**src/rtl/calc_op_arbiter.sv**
```systemverilog
// Shares one multi-cycle calculator unit among N_REQ requesters: arbitrate, start, wait/timeout, respond.
// Optional CALC_ARB_FIXED_PRIO_EN selects lowest-index fixed priority instead of round-robin.
module calc_op_arbiter #(
    parameter int N_REQ   = 4,
    parameter int DATA_W  = 7,
    parameter int TIMEOUT = 15
) (
    input  logic                      clk,
    input  logic                      rst,
    input  logic [N_REQ-1:0]          req,
    input  logic [N_REQ*DATA_W-1:0]   req_a,
    output logic [N_REQ-1:0]          gnt,
    output logic [N_REQ-1:0]          rsp_valid,
    output logic [DATA_W-1:0]         rsp_data,
    output logic                      rsp_err,
    output logic                      busy,
    output logic                      unit_start,
    output logic [DATA_W-1:0]         unit_a,
    input  logic                      unit_done,
    input  logic [DATA_W-1:0]         unit_result
);

    localparam int          IDX_W = (N_REQ > 1) ? $clog2(N_REQ) : 1;
    localparam int          TMR_W = $clog2(TIMEOUT + 1);
    localparam int unsigned NR    = N_REQ;

    typedef enum logic [1:0] {
        S_IDLE,
        S_START,
        S_WAIT,
        S_RESP
    } state_t;

    state_t              state_q, state_d;
    logic [N_REQ-1:0]    gnt_q, gnt_d;
    logic [N_REQ-1:0]    rsp_valid_q, rsp_valid_d;
    logic [DATA_W-1:0]   rsp_data_q, rsp_data_d;
    logic                rsp_err_q, rsp_err_d;
    logic                busy_q, busy_d;
    logic                unit_start_q, unit_start_d;
    logic [DATA_W-1:0]   unit_a_q, unit_a_d;
    logic [TMR_W-1:0]    timer_q, timer_d;

    logic                win_found;
    logic [IDX_W-1:0]    win_idx;

`ifdef CALC_ARB_FIXED_PRIO_EN
    always_comb begin
        win_found = 1'b0;
        win_idx   = '0;
        for (int unsigned k = 0; k < NR; k++) begin
            if (!win_found && req[k]) begin
                win_found = 1'b1;
                win_idx   = IDX_W'(k);
            end
        end
    end
`else
    logic [IDX_W-1:0]    last_q, last_d;
    logic [IDX_W-1:0]    idx_q, idx_d;

    // Scan starts just past the last served requester, wrapping modulo N_REQ.
    always_comb begin
        int unsigned p;
        win_found = 1'b0;
        win_idx   = '0;
        p         = 0;
        for (int unsigned k = 1; k <= NR; k++) begin
            p = (int'(last_q) + k) % NR;
            if (!win_found && req[p]) begin
                win_found = 1'b1;
                win_idx   = IDX_W'(p);
            end
        end
    end
`endif

    always_comb begin
        state_d      = state_q;
        gnt_d        = gnt_q;
        rsp_valid_d  = '0;
        rsp_data_d   = rsp_data_q;
        rsp_err_d    = rsp_err_q;
        busy_d       = busy_q;
        unit_start_d = 1'b0;
        unit_a_d     = unit_a_q;
        timer_d      = timer_q;
`ifndef CALC_ARB_FIXED_PRIO_EN
        last_d       = last_q;
        idx_d        = idx_q;
`endif
        unique case (state_q)
            S_IDLE: begin
                if (win_found) begin
                    gnt_d        = N_REQ'(1) << win_idx;
                    unit_a_d     = req_a[win_idx*DATA_W +: DATA_W];
                    busy_d       = 1'b1;
                    unit_start_d = 1'b1;
`ifndef CALC_ARB_FIXED_PRIO_EN
                    idx_d        = win_idx;
`endif
                    state_d      = S_START;
                end
            end
            S_START: begin
                timer_d = '0;
                state_d = S_WAIT;
            end
            S_WAIT: begin
                // Done is checked first so it wins over a coinciding timeout.
                if (unit_done) begin
                    rsp_data_d  = unit_result;
                    rsp_err_d   = 1'b0;
                    rsp_valid_d = gnt_q;
                    state_d     = S_RESP;
                end else if (timer_q == TMR_W'(TIMEOUT - 1)) begin
                    rsp_data_d  = '0;
                    rsp_err_d   = 1'b1;
                    rsp_valid_d = gnt_q;
                    state_d     = S_RESP;
                end else begin
                    timer_d = timer_q + 1'b1;
                end
            end
            S_RESP: begin
                gnt_d   = '0;
                busy_d  = 1'b0;
`ifndef CALC_ARB_FIXED_PRIO_EN
                last_d  = idx_q;
`endif
                state_d = S_IDLE;
            end
            default: state_d = S_IDLE;
        endcase
    end

    always_ff @(posedge clk or negedge rst) begin
        if (!rst) begin
            state_q      <= S_IDLE;
            gnt_q        <= '0;
            rsp_valid_q  <= '0;
            rsp_data_q   <= '0;
            rsp_err_q    <= 1'b0;
            busy_q       <= 1'b0;
            unit_start_q <= 1'b0;
            unit_a_q     <= '0;
            timer_q      <= '0;
`ifndef CALC_ARB_FIXED_PRIO_EN
            last_q       <= IDX_W'(N_REQ - 1);
            idx_q        <= '0;
`endif
        end else begin
            state_q      <= state_d;
            gnt_q        <= gnt_d;
            rsp_valid_q  <= rsp_valid_d;
            rsp_data_q   <= rsp_data_d;
            rsp_err_q    <= rsp_err_d;
            busy_q       <= busy_d;
            unit_start_q <= unit_start_d;
            unit_a_q     <= unit_a_d;
            timer_q      <= timer_d;
`ifndef CALC_ARB_FIXED_PRIO_EN
            last_q       <= last_d;
            idx_q        <= idx_d;
`endif
        end
    end

    assign gnt        = gnt_q;
    assign rsp_valid  = rsp_valid_q;
    assign rsp_data   = rsp_data_q;
    assign rsp_err    = rsp_err_q;
    assign busy       = busy_q;
    assign unit_start = unit_start_q;
    assign unit_a     = unit_a_q;

endmodule

```
**config.mk**
```make
export PLATFORM = sky130hd
export DESIGN_NAME = calc_op_arbiter
export DESIGN_NICKNAME = d
export VERILOG_FILES = /design/src/rtl/calc_op_arbiter.sv
export SDC_FILE = /design/constraint.sdc
export NUM_CORES = 1
export LEC_CHECK = 0
export CORE_MARGIN = 2
export CORE_UTILIZATION = 44
export DETAILED_ROUTE_END_ITERATION = 6
export GPL_TIMING_DRIVEN = 0
export HOLD_SLACK_MARGIN = 0.1
export PLACE_DENSITY = 0.8
export SLEW_MARGIN = 20
export SYNTH_ARGS = -nofsm -noshare
export SYNTH_HDL_FRONTEND = slang
export SYNTH_SLANG_ARGS = --single-unit
```
**constraint.sdc**
```tcl
create_clock -name clk -period 2.4 [get_ports clk]
set_input_delay 0.48 -clock clk [delete_from_list [all_inputs] [get_ports clk]]
set_output_delay 0.48 -clock clk [all_outputs]
set_load 0.005 [all_outputs]
```
==> flow_summary.json, run 1 <==
{
  "cts_tree": "done",
  "final-hold-violation-count": 0,
  "place.gp.congestion": 0.7454,
  "cp-startpoint": "req[3]",
  "antenna_found_initial": 0,
  "crit_family": "buffers and inverters",
  "fmax_mhz": 467.3,
  "slew_headroom_pct": 67.77,
  "syn_nets": 221,
  "crit_end": "unit_a[6]",
  "numCtsBuffers": 5,
  "core_um2": 3943,
  "drcViolationCount": 0,
  "drt-initial-drc-count": 106,
  "dp_cells": 289,
  "cts-root-buf": "clkbuf_8",
  "r2r_cells": 6,
  "post-route-period-util_pct": 89.17,
  "r2r_end": "gnt[0]",
  "start_util_pct": 45.22,
  "highest_layer": "met4",
  "p_leak_nw": 1.139,
  "fp.dieH_um": 67.66,
  "postRouteAntennaNets": 0,
  "start_kind": "input port",
  "setup_viol": 0,
  "path_depth": 8,
  "postCtsSetupBuffers": 0,
  "route.met2.wl_um": 1835,
  "grt_use_total_pct": 20.11,
  "r2r-start": "state_q[0]",
  "grt_start_max_net_pins": 27,
  "wl_met1_um": 1802,
  "route.met3.wl_um": 352,
  "post-route-min-period_ns": 2.140,
  "synth_cell_type_count": 33,
  "port-buffer-count": 66,
  "firstDrtPassIters": 4,
  "drive_gt1_share_pct": 7.258,
  "fin_skew_ns": 0.004724,
  "ir_drop_mv": 0.4310,
  "die_w_um": 67.66,
  "yosys-top-cells-area": "dfrtp_1, a211oi_1, ha_1",
  "yosysTopAreaCell": "dfrtp_1",
  "drv_cap": 0,
  "yosys_warnings": 0,
  "synth_top_area_share_pct": 46.32,
  "worstPathArrival_ns": 2.28,
  "cts_resized": 0,
  "vias": 1540,
  "rows": 23,
  "cpPeakStageDelay_ns": 0.55,
  "cp-end-kind": "flop",
  "path_class": "in -> reg",
  "synth-seq-cells": 35,
  "grt-ovfl-total": 0,
  "final_core_util_pct": 66.26,
  "dp_hpwl_um": 3066,
  "cts_hold_buf": 1,
  "setup_tns_ns": 0,
  "cp_num_buf_inv": 3,
  "status": "finished clean",
  "yosys_most_used_dff": "dfrtp_1",
  "final_nets": 296,
  "cts_buffer_depth": 2,
  "syn_area_per_cell_um2": 10.37,
  "fill_cells": 308,
  "clk_latency_ns": 0.28,
  "hold_path_class": "reg -> reg",
  "crit_path_top_delay_cell": "clkdlybuf4s50_1",
  "rrSetupSlack_ns": 0.35,
  "grt_pass1_vias": 1496,
  "routedWlPerCell_um": 13.53,
  "p_per_area_nw_per_um2": 1023,
  "path_max_fanout": 10,
  "clk_pin_slew_worst_paths_ns": 0.07,
  "wl_um": 4032,
  "slew_viol_final": 0,
  "setup_ws_ns": 0.2599,
  "synthCells": 172,
  "crit_chain": "clkdlybuf4s50_1 > nand2b_1 > o22ai_2 > a21o_1 > buf_6 > buf_12 > mux2i_1 > a211oi_1",
  "min-delay-start": "gnt[1]",
  "antennaDiodeCount": 0,
  "synthArstFlopShare_pct": 100.0,
  "instances_no_fill": 298,
  "synth-edff-count": 0,
  "critical_path_required_ns": 2.54,
  "syn_to_final_growth_pct": 46.53,
  "tightest_slew_ns": 0.4792,
  "clock-sinks": 35,
  "fp.dieArea_um2": 4577,
  "grt_pass1_wl_um": 6906,
  "min_path_cells": 1,
  "syn_area_um2": 1783,
  "io_pins": 67,
  "cts_max_level": 2,
  "yosys.cell_count.top_type": "dfrtp_1",
  "seq_area_frac_synth_pct": 49.26,
  "via_per_inst": 5.168,
  "post-place-ws_ns": -0.03241,
  "rsz0062_at_grt": "no",
  "synthTopCellsByCount": "dfrtp_1, a211oi_1, nor2_1"
}
==> cell families (layout without fill, tap and decap cells) <==
logic type / Yosys count / after routing / share of synthesized area [%]
compound gates: 55 / 55 / 21.97
xor+xnor: 2 / 2 / 0.9826
fa+ha+maj: 7 / 7 / 4.912
buf+inv: 19 / 95 / 5.965
flops: 35 / 35 / 49.26
mux: 9 / 9 / 5.123
simple gates: 45 / 45 / 11.79
==> metal layers <==
metal | GRT usage [%] | up-vias
li1 | - | 769
met1 | 25.66 | 704
met2 | 31.62 | 63
met3 | 7.667 | 4
met4 | 5.867 | 0
met5 | 0 | -
==> area by class of cell <==
| type | count | area [µm²] | area share, % |
|---|---|---|---|
| sequential | 35 | 878.3 | 33.62 |
| inverter | 14 | 52.55 | 2.011 |
| multi-input combinational | 118 | 798.3 | 30.56 |
| timing repair buffer | 68 | 685.7 | 26.25 |
| clock buffer | 7 | 76.32 | 2.921 |
| tap | 50 | 62.56 | 2.395 |
| buffer | 5 | 53.80 | 2.059 |
| clock inverter | 1 | 5.005 | 0.1916 |
==> metrics by stage <==
stage | total power [mW] | hold WS [ns] | area [µm²]
floorplan | 1.699 | 0.1844 | 1783
global placement | 2.238 | 0.4855 | 2506
detailed placement | 2.285 | 0.3660 | 2521
CTS | 2.696 | 0.4959 | 2613
global route | 2.905 | 0.5232 | 2613
finish | 2.672 | 0.4912 | 2613
==> cell usage in the layout, fill, tap and decap left out, types with 2 or more instances in the layout <==
master | Yosys | final
xor2_1 | 2 | 2
nor2b_1 | 3 | 3
and2_1 | 6 | 6
dfrtp_1 | 33 | 33
o21ai_0 | 14 | 14
buf_6 | 2 | 2
a31oi_1 | 2 | 2
nand3_1 | 3 | 3
clkdlybuf4s50_1 | 0 | 65
inv_1 | 13 | 13
nor2_1 | 16 | 16
a21oi_1 | 2 | 2
clkbuf_8 | 0 | 5
a211oi_1 | 21 | 21
mux2i_1 | 8 | 8
buf_12 | 1 | 2
nand2_1 | 11 | 11
clkbuf_1 | 1 | 3
ha_1 | 7 | 7
dfstp_2 | 2 | 2
o31ai_1 | 2 | 2
nand2b_1 | 4 | 4
a22o_1 | 7 | 7
==> worst min path at each step <==
stage / to / slack (ns)
global placement: rsp_valid[1] / 0.49
floorplan: busy / 0.18
global route: rsp_valid[1] / 0.52
CTS: rsp_valid[1] / 0.50
finish: rsp_valid[1] / 0.49
detailed placement: unit_a[2] / 0.37
==> worst reg2reg max path, stage by stage (launching register included) <==
cell and delay [ns]:
dfrtp_1 0.40, inv_1 0.12, ha_1 0.25, a21boi_0 0.44, a21boi_2 0.50, nand2_1 0.10
o21ai_0 0.16
==> where the power goes <==
group / switching (mW) / leakage [nW] / total [mW] / internal (mW)
Combinational: 0.599 / 0.662 / 1.30 / 0.698
Clock: 0.195 / 0.0422 / 0.398 / 0.203
Sequential: 0.143 / 0.435 / 0.977 / 0.834
==> flip-flops by register name (all words and copies together), names as in the netlist <==
signal and flops:
rsp_data 7, busy 1, state_q 2, unit_a 7, timer_q 4, idx_q 2
rsp_valid 4, unit_start 1, last_q 2, gnt 4, rsp_err 1
Note: power is estimated with default switching activity, not from simulation.
==> run 2, diff against run 1 <==
Settings changed: ABC_AREA from default to 1, ABC_CLOCK_PERIOD_IN_PS from default to 2000, CORE_UTILIZATION 44 to 46.
Clock period 2.4 ns to 2 ns, I/O delays scaled along.
==> flow_summary.json, run 2 <==
{
  "synthTopCellsByCount": "nand2_1, nand3_1, dfrtp_1",
  "worstPathArrival_ns": 2.25,
  "cp-end-kind": "flop",
  "syn_nets": 290,
  "design_area_um2": 3342,
  "yosysTopAreaCell": "dfrtp_1",
  "grt-ovfl-total": 0,
  "wl_um": 5674,
  "violations": "setup timing",
  "antenna_found_initial": 0,
  "clock-sinks": 35,
  "clk_latency_ns": 0.29,
  "r2r_end": "unit_a[0]",
  "via_per_inst": 5.310,
  "io_pins": 67,
  "final_nets": 380,
  "rows": 24,
  "drive_gt1_share_pct": 28.31,
  "power.internal_mw": 3.296,
  "slew_headroom_pct": 72.74,
  "final_common_cell": "clkdlybuf4s50_1",
  "synth_top_area_share_pct": 41.02,
  "cts_buffer_depth": 2,
  "postRouteAntennaNets": 0,
  "dp_hpwl_um": 3492,
  "start_kind": "flop",
  "yosys.cell_count.top_type": "nand2_1",
  "syn_area_per_cell_um2": 8.353,
  "path_max_fanout": 7,
  "final_core_util_pct": 77.83,
  "rrSetupSlack_ns": -0.07,
  "cp-startpoint": "last_q[0]",
  "cts_tree": "done",
  "core_um2": 4294,
  "fp.dieH_um": 70.16,
  "grt_use_total_pct": 20.24,
  "synthCells": 241,
  "post-route-period-util_pct": 103.3,
  "seqPwrFrac_pct": 20.2,
  "crit_path_top_delay_cell": "dfstp_2",
  "start_util_pct": 46.88,
  "synth-seq-cells": 35,
  "tightest_slew_ns": 0.4088,
  "setup_tns_ns": -0.4124,
  "r2r-start": "last_q[0]",
  "die_w_um": 70.16,
  "p_total_mw": 5.771,
  "synthArstFlopShare_pct": 100.0,
  "wl_met1_um": 2356,
  "grt_pass1_wl_um": 8031,
  "setup_ws_ns": -0.06569,
  "numCtsBuffers": 5,
  "drv_cap": 0,
  "cts-root-buf": "clkbuf_8",
  "p_per_area_nw_per_um2": 1727,
  "syn_area_um2": 2013,
  "yosys-top-cells-area": "dfrtp_1, nand2_1, nand3_1",
  "antennaDiodeCount": 0,
  "rsz0062_at_grt": "yes",
  "p_leak_nw": 1.584,
  "cts_max_level": 2,
  "crit_end": "unit_a[0]",
  "hold_path_class": "reg -> reg",
  "slew_viol_final": 0,
  "routedWlPerCell_um": 14.78,
  "p_sw_share_pct": 42.89,
  "syn_to_final_growth_pct": 66.00,
  "switching_power_mw": 2.475,
  "drcViolationCount": 0,
  "fill_cells": 279,
  "path_class": "reg -> reg",
  "final-hold-violation-count": 0,
  "vias": 2039,
  "dp_cells": 360,
  "firstDrtPassIters": 4,
  "mostFrequentLayoutCells": "clkdlybuf4s50_1, nand2_1, dfrtp_1",
  "critical_path_required_ns": 2.18,
  "yosys_most_used_dff": "dfrtp_1",
  "ir_drop_mv": 1.023,
  "crit_chain": "buf_8 > clkinv_8 > nand2_4 > nand2_2 > nand2_1 > o21a_1 > nand3_4 > nand2_8 > nand2_8 > buf_12 > nand2_2 > nand3_2 > nand3_1 > nand2_1",
  "fp.dieArea_um2": 4922,
  "grt_start_max_net_pins": 24,
  "fmax_mhz": 484.1,
  "setup_viol": 10,
  "clk_pin_slew_worst_paths_ns": 0.07,
  "instances_no_fill": 384,
  "status": "complete, but fails checks",
  "drt-initial-drc-count": 114,
  "seq_area_frac_synth_pct": 43.63,
  "synth-edff-count": 0,
  "placed_cell_area_um2": 2761,
  "r2r_cells": 14,
  "port-buffer-count": 66,
  "cpPeakStageDelay_ns": 0.54,
  "grt_pass1_vias": 1903,
  "yosys_warnings": 0,
  "synth_cell_type_count": 30,
  "place.gp.congestion": 0.8482,
  "clkPwrFrac_pct": 13.0,
  "highest_layer": "met4",
  "post-route-min-period_ns": 2.066,
  "pwr-share-comb_pct": 66.8,
  "route.met3.wl_um": 353,
  "route.met2.wl_um": 2839,
  "fin_skew_ns": 0.005421
}
==> run 2: cell count changes after synthesis, moves of 6 or more <==
cell	before	now
nand2_1	11	56
nand3_1	3	39
a211oi_1	21	0
nand2_2	0	15
inv_1	13	24
mux2i_1	8	0
o21ai_0	14	6
and2_1	6	0
nor2_1	16	10
o22ai_1	0	6
==> run 2: cell families (layout without fill, tap and decap cells) <==
logic type,after synthesis,after routing,synth area share [%]
flip-flops,35,35,43.63
XOR/XNOR,1,1,0.4351
AND/OR/NAND/NOR,135,135,33.93
AO/OA/AOI/OAI,27,27,8.701
buffers and inverters,36,127,8.950
adder cells (fa/ha/maj),7,7,4.350
==> run 2: what timing repair did <==
action | CTS | global route
pin swaps | 1 | 23
resized for setup | 2 | 65
hold endpoints to repair | 12 | 0
setup endpoints to repair | 5 | 16
hold buffers | 1 | 0
gates cloned | 0 | 2
setup buffers | 0 | 13
==> run 2: power groups by stage <==
| stage | registers [mW] | logic (mW) | clock network [mW] |
|---|---|---|---|
| after detailed placement | 1.17 | 2.71 | 0 |
| after CTS | 1.16 | 2.74 | 0.755 |
| after floorplan | 1.17 | 1.85 | 0 |
| final | 1.16 | 3.86 | 0.751 |
| after global routing | 1.20 | 4.15 | 0.787 |
| after global placement | 1.16 | 2.65 | 0 |
==> run 2: per-stage QoR <==
| stage | hold slack (ns) | worst slack, ns |
|---|---|---|
| 6_report | 0.4803 | -0.06569 |
| 5_1_grt | 0.5044 | -0.1901 |
| 4_1_cts | 0.4835 | 0.004041 |
| 3_5_place_dp | 0.3215 | -0.2632 |
| 3_3_place_gp | 0.4642 | -0.2089 |
| 2_1_floorplan | 0.1044 | 0.1797 |
==> run 2: worst max-delay path, delay by kind of cell, from the launching register on <==
family | cells | cell delay, ns
AND/OR/NAND/NOR | 10 | 0.88
AO/OA/AOI/OAI | 1 | 0.18
buffers and inverters | 3 | 0.35
flip-flops | 1 | 0.54
==> run 2: worst min-delay path by stage <==
stage	endpoint	start	slack [ns]	cells after the start
2_1_floorplan	busy	rst	0.10	0
3_3_place_gp	idx_q[0]	idx_q[0]	0.46	2
3_5_place_dp	timer_q[2]	rst	0.32	1
4_1_cts	idx_q[0]	idx_q[0]	0.48	2
5_1_grt	idx_q[0]	idx_q[0]	0.50	2
6_report	unit_a[1]	unit_a[1]	0.48	2
==> run 2: layout make-up <==
type | count | area (µm²) | share of cell area, %
multi-input cells | 170 | 1187 | 35.53
flip-flops and latches | 35 | 878.3 | 26.28
repair buffers | 83 | 869.6 | 26.02
inverters | 28 | 117.6 | 3.519
plain buffers | 8 | 91.34 | 2.733
clock buffers | 6 | 72.57 | 2.171
well taps | 52 | 65.06 | 1.947
clock inverters | 2 | 60.06 | 1.797
==> run 2: routing by layer <==
layer	vias up	track usage (%)
li1	970	-
met1	965	23.66
met5	-	0
met4	0	7.906
met2	89	35.56
met3	15	5.051
